File: config.mk
export PLATFORM = sky130hd
export DESIGN_NAME = uart_rx_byte_flat
export DESIGN_NICKNAME = d
export VERILOG_FILES = /design/src/rtl/uart_pkg.sv /design/src/rtl/uart_rx_byte_if.sv /design/src/rtl/sync2.sv /design/src/rtl/uart_rx_byte.sv /design/src/flat_wrapper.sv
export SDC_FILE = /design/constraint.sdc
export NUM_CORES = 1
export LEC_CHECK = 0
export CAP_MARGIN = 15
export CORE_AREA = 2 2 54 56
export DETAILED_ROUTE_END_ITERATION = 10
export DIE_AREA = 0 0 56 58
export GPL_TIMING_DRIVEN = 0
export PLACE_DENSITY_LB_ADDON = 0.08
export SYNTH_ARGS = -nofsm -noshare
export SYNTH_HDL_FRONTEND = slang
export SYNTH_SLANG_ARGS = --single-unit
File: constraint.sdc
create_clock -name clk -period 5.6 [get_ports clk]
set_input_delay 1.12 -clock clk [delete_from_list [all_inputs] [get_ports clk]]
set_output_delay 1.12 -clock clk [all_outputs]
set_load 0.1 [all_outputs]
File: src/rtl/uart_pkg.sv
// Shared UART definitions: receiver state encoding, default bit timing and line idle level.
package uart_pkg;

    // Receiver frame states, also exported on the debug state output.
    typedef enum logic [2:0] {
        IDLE      = 3'd0,
        START     = 3'd1,
        DATA      = 3'd2,
        STOP      = 3'd3,
        WAIT_IDLE = 3'd4
    } uart_state_t;

    // 12 MHz system clock / 115200 baud.
    localparam int unsigned DEFAULT_CLKS_PER_BIT = 104;

    // Level of an idle (marking) serial line.
    localparam logic UART_IDLE_LVL = 1'b1;

endpackage

File: src/rtl/uart_rx_byte_if.sv
// Byte/strobe bundle from the UART receiver to its consumer (dictrl).
// Handshake: rx_data_rdy is a one-cycle valid strobe with no ready; rx_data is
// stable from that strobe until the next one, and the consumer must take the
// byte before the next frame completes or it is overwritten.
interface uart_rx_byte_if;
    import uart_pkg::*;

    logic [7:0]  rx_data;
    logic        rx_data_rdy;
    logic        rx_frame_err;
    logic        rx_busy;
    uart_state_t rx_state;

    // Receiver side drives the byte, strobes and debug state.
    modport master (
        output rx_data,
        output rx_data_rdy,
        output rx_frame_err,
        output rx_busy,
        output rx_state
    );

    // Consumer side only observes.
    modport slave (
        input rx_data,
        input rx_data_rdy,
        input rx_frame_err,
        input rx_busy,
        input rx_state
    );

endinterface

File: src/rtl/sync2.sv
// Two-flop synchronizer for an asynchronous single-bit input, with selectable reset level.
module sync2 #(
    parameter logic RESET_VAL = 1'b0
) (
    input  logic clk,
    input  logic rst_n,
    input  logic d,
    output logic q
);

    logic meta;

    // Two back-to-back flops give metastability time to resolve before use.
    always_ff @(posedge clk or negedge rst_n) begin
        if (!rst_n) begin
            meta <= RESET_VAL;
            q    <= RESET_VAL;
        end else begin
            meta <= d;
            q    <= meta;
        end
    end

endmodule

File: src/rtl/uart_rx_byte.sv
// 8N1 UART receiver: deframes the serial line into bytes with a one-cycle data
// strobe, and reports bad stop bits with a separate one-cycle error strobe.
module uart_rx_byte
    import uart_pkg::*;
#(
    parameter int unsigned CLKS_PER_BIT = DEFAULT_CLKS_PER_BIT
) (
    input  logic           clk,
    input  logic           rst,
    input  logic           uart_rx,
    uart_rx_byte_if.master rx
);

    localparam int unsigned CW = $clog2(CLKS_PER_BIT);
    localparam logic [CW-1:0] HALF_CNT = CW'((CLKS_PER_BIT - 1) / 2);
    localparam logic [CW-1:0] LAST_CNT = CW'(CLKS_PER_BIT - 1);

    uart_state_t   state;
    logic          rxs;
    logic [CW-1:0] clkcnt;
    logic [2:0]    bitcnt;
    logic [7:0]    shreg;

    sync2 #(
        .RESET_VAL (UART_IDLE_LVL)
    ) u_sync (
        .clk   (clk),
        .rst_n (rst),
        .d     (uart_rx),
        .q     (rxs)
    );

    assign rx.rx_state = state;

    // Frame FSM: mid-start qualification, then one sample per bit period; all outputs registered.
    always_ff @(posedge clk or negedge rst) begin
        if (!rst) begin
            state           <= IDLE;
            clkcnt          <= '0;
            bitcnt          <= '0;
            shreg           <= '0;
            rx.rx_data      <= 8'h00;
            rx.rx_data_rdy  <= 1'b0;
            rx.rx_frame_err <= 1'b0;
            rx.rx_busy      <= 1'b0;
        end else begin
            rx.rx_data_rdy  <= 1'b0;
            rx.rx_frame_err <= 1'b0;
            case (state)
                IDLE: begin
                    clkcnt <= '0;
                    if (rxs != UART_IDLE_LVL) begin
                        state      <= START;
                        rx.rx_busy <= 1'b1;
                    end
                end
                START: begin
                    if (clkcnt == HALF_CNT) begin
                        clkcnt <= '0;
                        bitcnt <= '0;
                        if (rxs != UART_IDLE_LVL) begin
                            state <= DATA;
                        end else begin
                            // Line went back high before mid-start: treat as noise.
                            state      <= IDLE;
                            rx.rx_busy <= 1'b0;
                        end
                    end else begin
                        clkcnt <= clkcnt + 1'b1;
                    end
                end
                DATA: begin
                    if (clkcnt == LAST_CNT) begin
                        clkcnt <= '0;
                        shreg  <= {rxs, shreg[7:1]};
                        if (bitcnt == 3'd7) begin
                            state <= STOP;
                        end else begin
                            bitcnt <= bitcnt + 3'd1;
                        end
                    end else begin
                        clkcnt <= clkcnt + 1'b1;
                    end
                end
                STOP: begin
                    if (clkcnt == LAST_CNT) begin
                        clkcnt <= '0;
                        if (rxs == UART_IDLE_LVL) begin
                            rx.rx_data     <= shreg;
                            rx.rx_data_rdy <= 1'b1;
                            state          <= IDLE;
                            rx.rx_busy     <= 1'b0;
                        end else begin
                            // Bad stop bit: drop the byte, wait out a possible break.
                            rx.rx_frame_err <= 1'b1;
                            state           <= WAIT_IDLE;
                        end
                    end else begin
                        clkcnt <= clkcnt + 1'b1;
                    end
                end
                WAIT_IDLE: begin
                    clkcnt <= '0;
                    if (rxs == UART_IDLE_LVL) begin
                        state      <= IDLE;
                        rx.rx_busy <= 1'b0;
                    end
                end
                default: begin
                    state      <= IDLE;
                    clkcnt     <= '0;
                    rx.rx_busy <= 1'b0;
                end
            endcase
        end
    end

endmodule

File: src/flat_wrapper.sv
// flat-port wrapper written by rule: the top's interface ports become plain ports
module uart_rx_byte_flat import uart_pkg::*;
#(
    parameter int unsigned CLKS_PER_BIT = DEFAULT_CLKS_PER_BIT
)
  (clk, rst, uart_rx, rx_rx_data, rx_rx_data_rdy, rx_rx_frame_err, rx_rx_busy, rx_rx_state);
  uart_rx_byte_if rx_i ();
  input  logic clk;
  input  logic rst;
  input  logic uart_rx;
  output wire logic [$bits(rx_i.rx_data)-1:0] rx_rx_data;
  output wire logic [$bits(rx_i.rx_data_rdy)-1:0] rx_rx_data_rdy;
  output wire logic [$bits(rx_i.rx_frame_err)-1:0] rx_rx_frame_err;
  output wire logic [$bits(rx_i.rx_busy)-1:0] rx_rx_busy;
  output wire logic [$bits(rx_i.rx_state)-1:0] rx_rx_state;
  assign rx_rx_data = rx_i.rx_data;
  assign rx_rx_data_rdy = rx_i.rx_data_rdy;
  assign rx_rx_frame_err = rx_i.rx_frame_err;
  assign rx_rx_busy = rx_i.rx_busy;
  assign rx_rx_state = rx_i.rx_state;
  uart_rx_byte #(.CLKS_PER_BIT(CLKS_PER_BIT)) u_core (.clk(clk), .rst(rst), .uart_rx(uart_rx), .rx(rx_i));
endmodule
## Word level (Yosys, flattened, before mapping)

Index checks and enable logic that the tools add are counted.

- Register bits: 34
- Logic and storage cells: 62

- Add/subtract/negate cells: 2
- Equality and inequality tests: 14
- Muxes and demuxes: 27
- Bitwise operators: 1
- Reduce and logical (&&, ||, !) cells: 8

Operator list:

| operator | number |
|---|---|
| $mux W3 | 10 |
| $pmux W3 S5 | 1 |
| $mux W7 | 2 |
| $pmux W7 S2 | 1 |
| $mux W1 | 10 |
| $ne A2 B1 Y1 const B | 4 |
| $reduce_and A4 Y1 | 2 |
| $add A7 B1 Y7 const B | 1 |
| $eq A7 B6 Y1 const B | 1 |
| $eq A7 B7 Y1 const B | 1 |
| $eq A3 B2 Y1 const B | 2 |
| $eq A3 B3 Y1 const B | 2 |
| $ne A2 B2 Y1 const B | 3 |
| $pmux W3 S2 | 1 |
| $reduce_and A6 Y1 | 1 |
| $pmux W1 S5 | 1 |
| $add A3 B1 Y3 const B | 1 |
| $eq A3 B1 Y1 const B | 1 |
| $logic_not A3 Y1 | 1 |
| $reduce_and A3 Y1 | 1 |
| $mux W2 | 1 |
| $reduce_and A2 Y1 | 1 |
| $reduce_bool A2 Y1 | 1 |
| $reduce_or A2 Y1 | 1 |
| $not A1 Y1 | 1 |

## Logic depth before layout (Yosys ltp)

- Depth in word-level cells: 4
- Depth in mapped cells: 7
- Mapped depth without buffers: 6

## Hierarchy

Synthesis repeated with hierarchy kept, for this count alone.

- Cell total of the unflattened synthesis: 117
- Area total of the unflattened synthesis: 1,502.7 µm²

Modules (own cells, without submodules):

| module | instances | cells an instance | area an instance (µm²) | seq. area each (µm²) |
|---|---|---|---|---|
| uart_rx_byte | 1 | 115 | 1,450.1 | 800.8 |
| sync2 | 1 | 2 | 52.6 | 52.6 |

## Worst setup path after synthesis

No wires, ideal clock.

- Kind: register to register
- Start point: register u_core.state[1], in the netlist u_core.rx.rx_state[1]
- End point: register u_core.bitcnt[0]
- Setup time: 0.125 ns
- Data arrival time: 2.282 ns
- Required time: 5.475 ns
- Setup slack: 3.194 ns
- Cell stages (with the launch flop): 6
- Buffers on the path: 1
- Clock period less this slack: 2.406 ns
- Cell sequence: dfrtp_1 clkbuf_1 or3b_2 nor3_1 o21bai_1 mux2_2

- Word-level cells in the longest chain between the ends: 3
- Elaborated cells between the ends (all ways): 8
- Those cells by class: eq/ne: 5; mux: 1; reduce/logical: 2

Ends and longest elaborated chain:

| what | line | RTL |
|---|---|---|
| from (decl) | uart_rx_byte.sv:18 | `uart_state_t state;` |
| from (signal assigned) | uart_rx_byte.sv:38 | `state <= IDLE;` |
| from (signal assigned) | uart_rx_byte.sv:53 | `state <= START;` |
| from (signal assigned) | uart_rx_byte.sv:62 | `state <= DATA;` |
| $eq A3 B2 Y1 or $eq A3 B1 Y1 (tied branches) | uart_rx_byte.sv:49 | `case (state)` |
| $ne A2 B1 Y1 (no source line) (tied with other cells) | -- |  |
| $reduce_and A4 Y1 (no source line) | -- |  |
| to (signal assigned) | uart_rx_byte.sv:79 | `bitcnt <= bitcnt + 3'd1;` |
| to (decl) | uart_rx_byte.sv:21 | `logic [2:0] bitcnt;` |

Parallel ways exist; a longest one is shown, timed or not.
A chain may end at the register's enable or synchronous reset.

## Worst setup path after layout

- Start point: register u_core.state[0], in the netlist u_core.rx.rx_state[0]
- End point: output rx_rx_state[0]

RTL lines:

| what | line | RTL |
|---|---|---|
| to (decl) | flat_wrapper.sv:15 | `output wire logic [$bits(rx_i.rx_state)-1:0] rx_rx_state;` |

No word-level cell between the ends.

==> flow_summary.json <==
{
  "grt_antenna_before_repair": 0,
  "syn-num-nets": 123,
  "setup_ws_ns": 2.50,
  "clk_path_buf_depth": 2,
  "finalNetCount": 146,
  "crit_slowest_cell": "clkdlybuf4s50_1",
  "yosysTopAreaCellShare_pct": 52.4,
  "p_seq_share_pct": 62.5,
  "crit_start": "u_core.rx.rx_state[0]$_DFFE_PN0P_",
  "cp_top_family": "buffers and inverters",
  "netlist_area_sq_um": 1530,
  "fp.coreArea_sq_um": 2660,
  "overflow": 0,
  "synth_area_leaders": "dfrtp_1 (52%), mux2_4 (7.9%), mux2_2 (6.6%)",
  "fin_crit_sh_pct": 55.4,
  "avgSynthCellArea_sq_um": 13.1,
  "start_kind": "register",
  "p_leak_uw": 0.000849,
  "ys_seq_area_share_pct": 55.9,
  "n_fill_cell": 210,
  "drt_wl_total_microns": 2380,
  "layout_min_cycle_time_ns": 3.10,
  "critical_path_required_ns": 4.48,
  "ant_nets": 0,
  "slew_violations": 0,
  "num_antenna_cells": 0,
  "fin_skew_ns": 0.00967,
  "drive_above_1_share_pct": 25.5,
  "first_pass_iters": 4,
  "cap_viol_max_count": 0,
  "track_usage_pct": 18.1,
  "fp.dieH_microns": 58,
  "dp_worst_setup_slack_ns": 2.88,
  "cp_max_fo": 7,
  "syn_inst": 117,
  "power_frac_comb_pct": 1.5,
  "finalSetupTns_ns": 0,
  "worst-path-buf-inv": 1,
  "switching_share_pct": 22.2,
  "num_io_pins": 17,
  "synth-seq-cells": 34,
  "worstHoldStart": "u_core.u_sync.meta$_DFF_PN1_",
  "placedCellCount": 164,
  "slowest_delay_ns": 1.18,
  "die_w_microns": 56,
  "clk_latency_ns": 0.34,
  "path_clk_slew_ns": 0.10,
  "wl_per_cell_microns": 13.8,
  "area_delta_synth_final_pct": 16.9,
  "yosys.cell_types.count": 35,
  "p_clk_share_pct": 36.0,
  "place_hpwl_microns": 1650,
  "rows": 19,
  "crit_chain": "clkdlybuf4s50_1",
  "die_area_sq_um": 3250,
  "ys_warn_count": 0,
  "htreeDepth": 2,
  "finalNonFillerCells": 172,
  "p_switching_uw": 87.9,
  "worstMarginPinSlew_ns": 0.963,
  "remaining_drc_errors": 0,
  "grt_pass1_wl_microns": 4400,
  "postCtsSetupBuffers": 0,
  "vias": 953,
  "rsz0062_at_grt": "no",
  "crit_type": "register to output port",
  "grt_max_degree": 35,
  "cts.hold.buffers_added": 0,
  "drt_iter0_drc": 27,
  "via_per_inst": 5.54,
  "grt_pass1_vias": 960,
  "cp-end-kind": "output port",
  "fmax_ghz": 0.322,
  "power.internal_uw": 308,
  "initial_core_util_pct": 57.4,
  "port_buffers": 16,
  "relSlewSlack_pct": 35.6,
  "finalHoldViolations": 0,
  "cts_tree": "built",
  "ir_worst_vdd_uv": 191,
  "finalSetupViolCount": 0,
  "worstHoldPathType": "register to register",
  "yosysTopAreaCell": "dfrtp_1",
  "reg2reg_from": "u_core.clkcnt[0]$_DFF_PN0_",
  "power.density_nw_per_um2": 222,
  "arrival_ns": 1.98,
  "cts_resized": 0,
  "status": "completed",
  "ctsRootBufferMaster": "clkbuf_4",
  "utilization_pct": 67.1,
  "cts_buffers": 5,
  "gp_congestion": 0.833,
  "cts_num_sinks": 34
}
## layer usage
layer	GRT usage, %	routed length (microns)
met1	21.8	1070
met2	28.1	1140
met3	7.37	109
met4	9.52	59
met5	0	0
## per-stage QoR
step	instance area, sq um	hold slack [ns]	total power (uW)
global placement	1730	0.346	259
CTS	1790	0.366	402
global route	1790	0.368	414
finish	1790	0.363	396
floorplan	1530	0.345	253
detailed placement	1720	0.351	259
## synth_stat cells, drive strengths merged
master	number
ha	3
nor3	11
and3	2
a21o	1
or3b	2
a22o	2
o21bai	1
o21a	1
nand3	4
buf	3
o22ai	1
nand3b	2
nand2	3
nor2	4
nand2b	1
nor3b	1
mux2	17
inv	2
or3	2
xor2	3
nor2b	1
or4	1
nor4	2
xnor2	2
a31oi	1
dfstp	2
dfrtp	32
mux2i	4
or2	1
a21oi	2
clkbuf	3
## cells in the final DEF (no fill, tap or decap), types with 2 or more instances in the layout
cell	synthesis	routed
dfrtp_1	32	32
clkdlybuf4s50_1	0	15
nor3_1	11	11
mux2_2	9	9
mux2_4	8	8
clkbuf_4	0	5
mux2i_1	4	4
nand3_1	4	4
nor2_1	4	4
clkbuf_1	3	3
xor2_1	3	3
nand2_1	3	3
ha_1	3	3
or3b_2	2	2
buf_6	2	2
and3_1	2	2
xnor2_1	2	2
inv_1	2	2
buf_2	1	2
a21oi_1	2	2
nor4_1	2	2
a22o_1	2	2
dfstp_2	2	2
## power by group through the flow
stage               Combinational, uW  Sequential, uW  Clock, uW
floorplan                       0.549             252          0
global placement                 6.61             252          0
detailed placement               6.53             252          0
CTS                              6.55             247        148
global route                     7.36             248        159
finish                           6.07             247        142
## cell type report
cell class	count	area, sq um	area share [%]
Inverter	2	7.51	0.420
Clock buffer	6	51.3	2.87
Buffer	6	38.8	2.17
Clock inverter	2	12.5	0.701
Sequential cell	34	853	47.8
Multi-Input combinational cell	75	628	35.2
Tap cell	31	38.8	2.17
Timing Repair Buffer	16	155	8.69
## kinds of logic (layout without fill, tap and decap cells)
logic type	after synthesis	in the layout	share of synthesized area, %
multiplexers	21	21	17.1
flip-flops	34	34	55.9
buffers and inverters	8	32	3.03
XOR/XNOR	5	5	2.87
adder cells (fa/ha/maj)	3	3	2.46
AO/OA/AOI/OAI	9	9	4.10
AND/OR/NAND/NOR	37	37	14.6
## path summary, 6_finish.rpt
| path | to | slack [ns] | cells after the start |
|---|---|---|---|
| setup reg to reg | u_core.rx.rx_data[1]$_DFFE_PN0P_ | 3.36 | 7 |
| hold / removal | u_core.u_sync.q$_DFF_PN1_ | 0.36 | 0 |
| max in group asynchronous | u_core.bitcnt[0]$_DFFE_PN0P_ | 4.33 | 1 |
| hold reg to reg | u_core.u_sync.q$_DFF_PN1_ | 0.36 | 0 |
| setup / recovery | rx_rx_state[0] | 2.50 | 1 |
| min in group asynchronous | u_core.rx.rx_data[5]$_DFFE_PN0P_ | 0.81 | 1 |
## sequential cells by signal (all words and copies together), names as in the netlist
name                    flops
u_core.rx.rx_data           8
u_core.shreg                8
u_core.clkcnt               7
u_core.bitcnt               3
u_core.rx.rx_state          3
u_core.rx.rx_busy           1
u_core.rx.rx_data_rdy       1
u_core.rx.rx_frame_err      1
u_core.u_sync.meta          1
u_core.u_sync.q             1
Power figures use the tool's default switching activity.
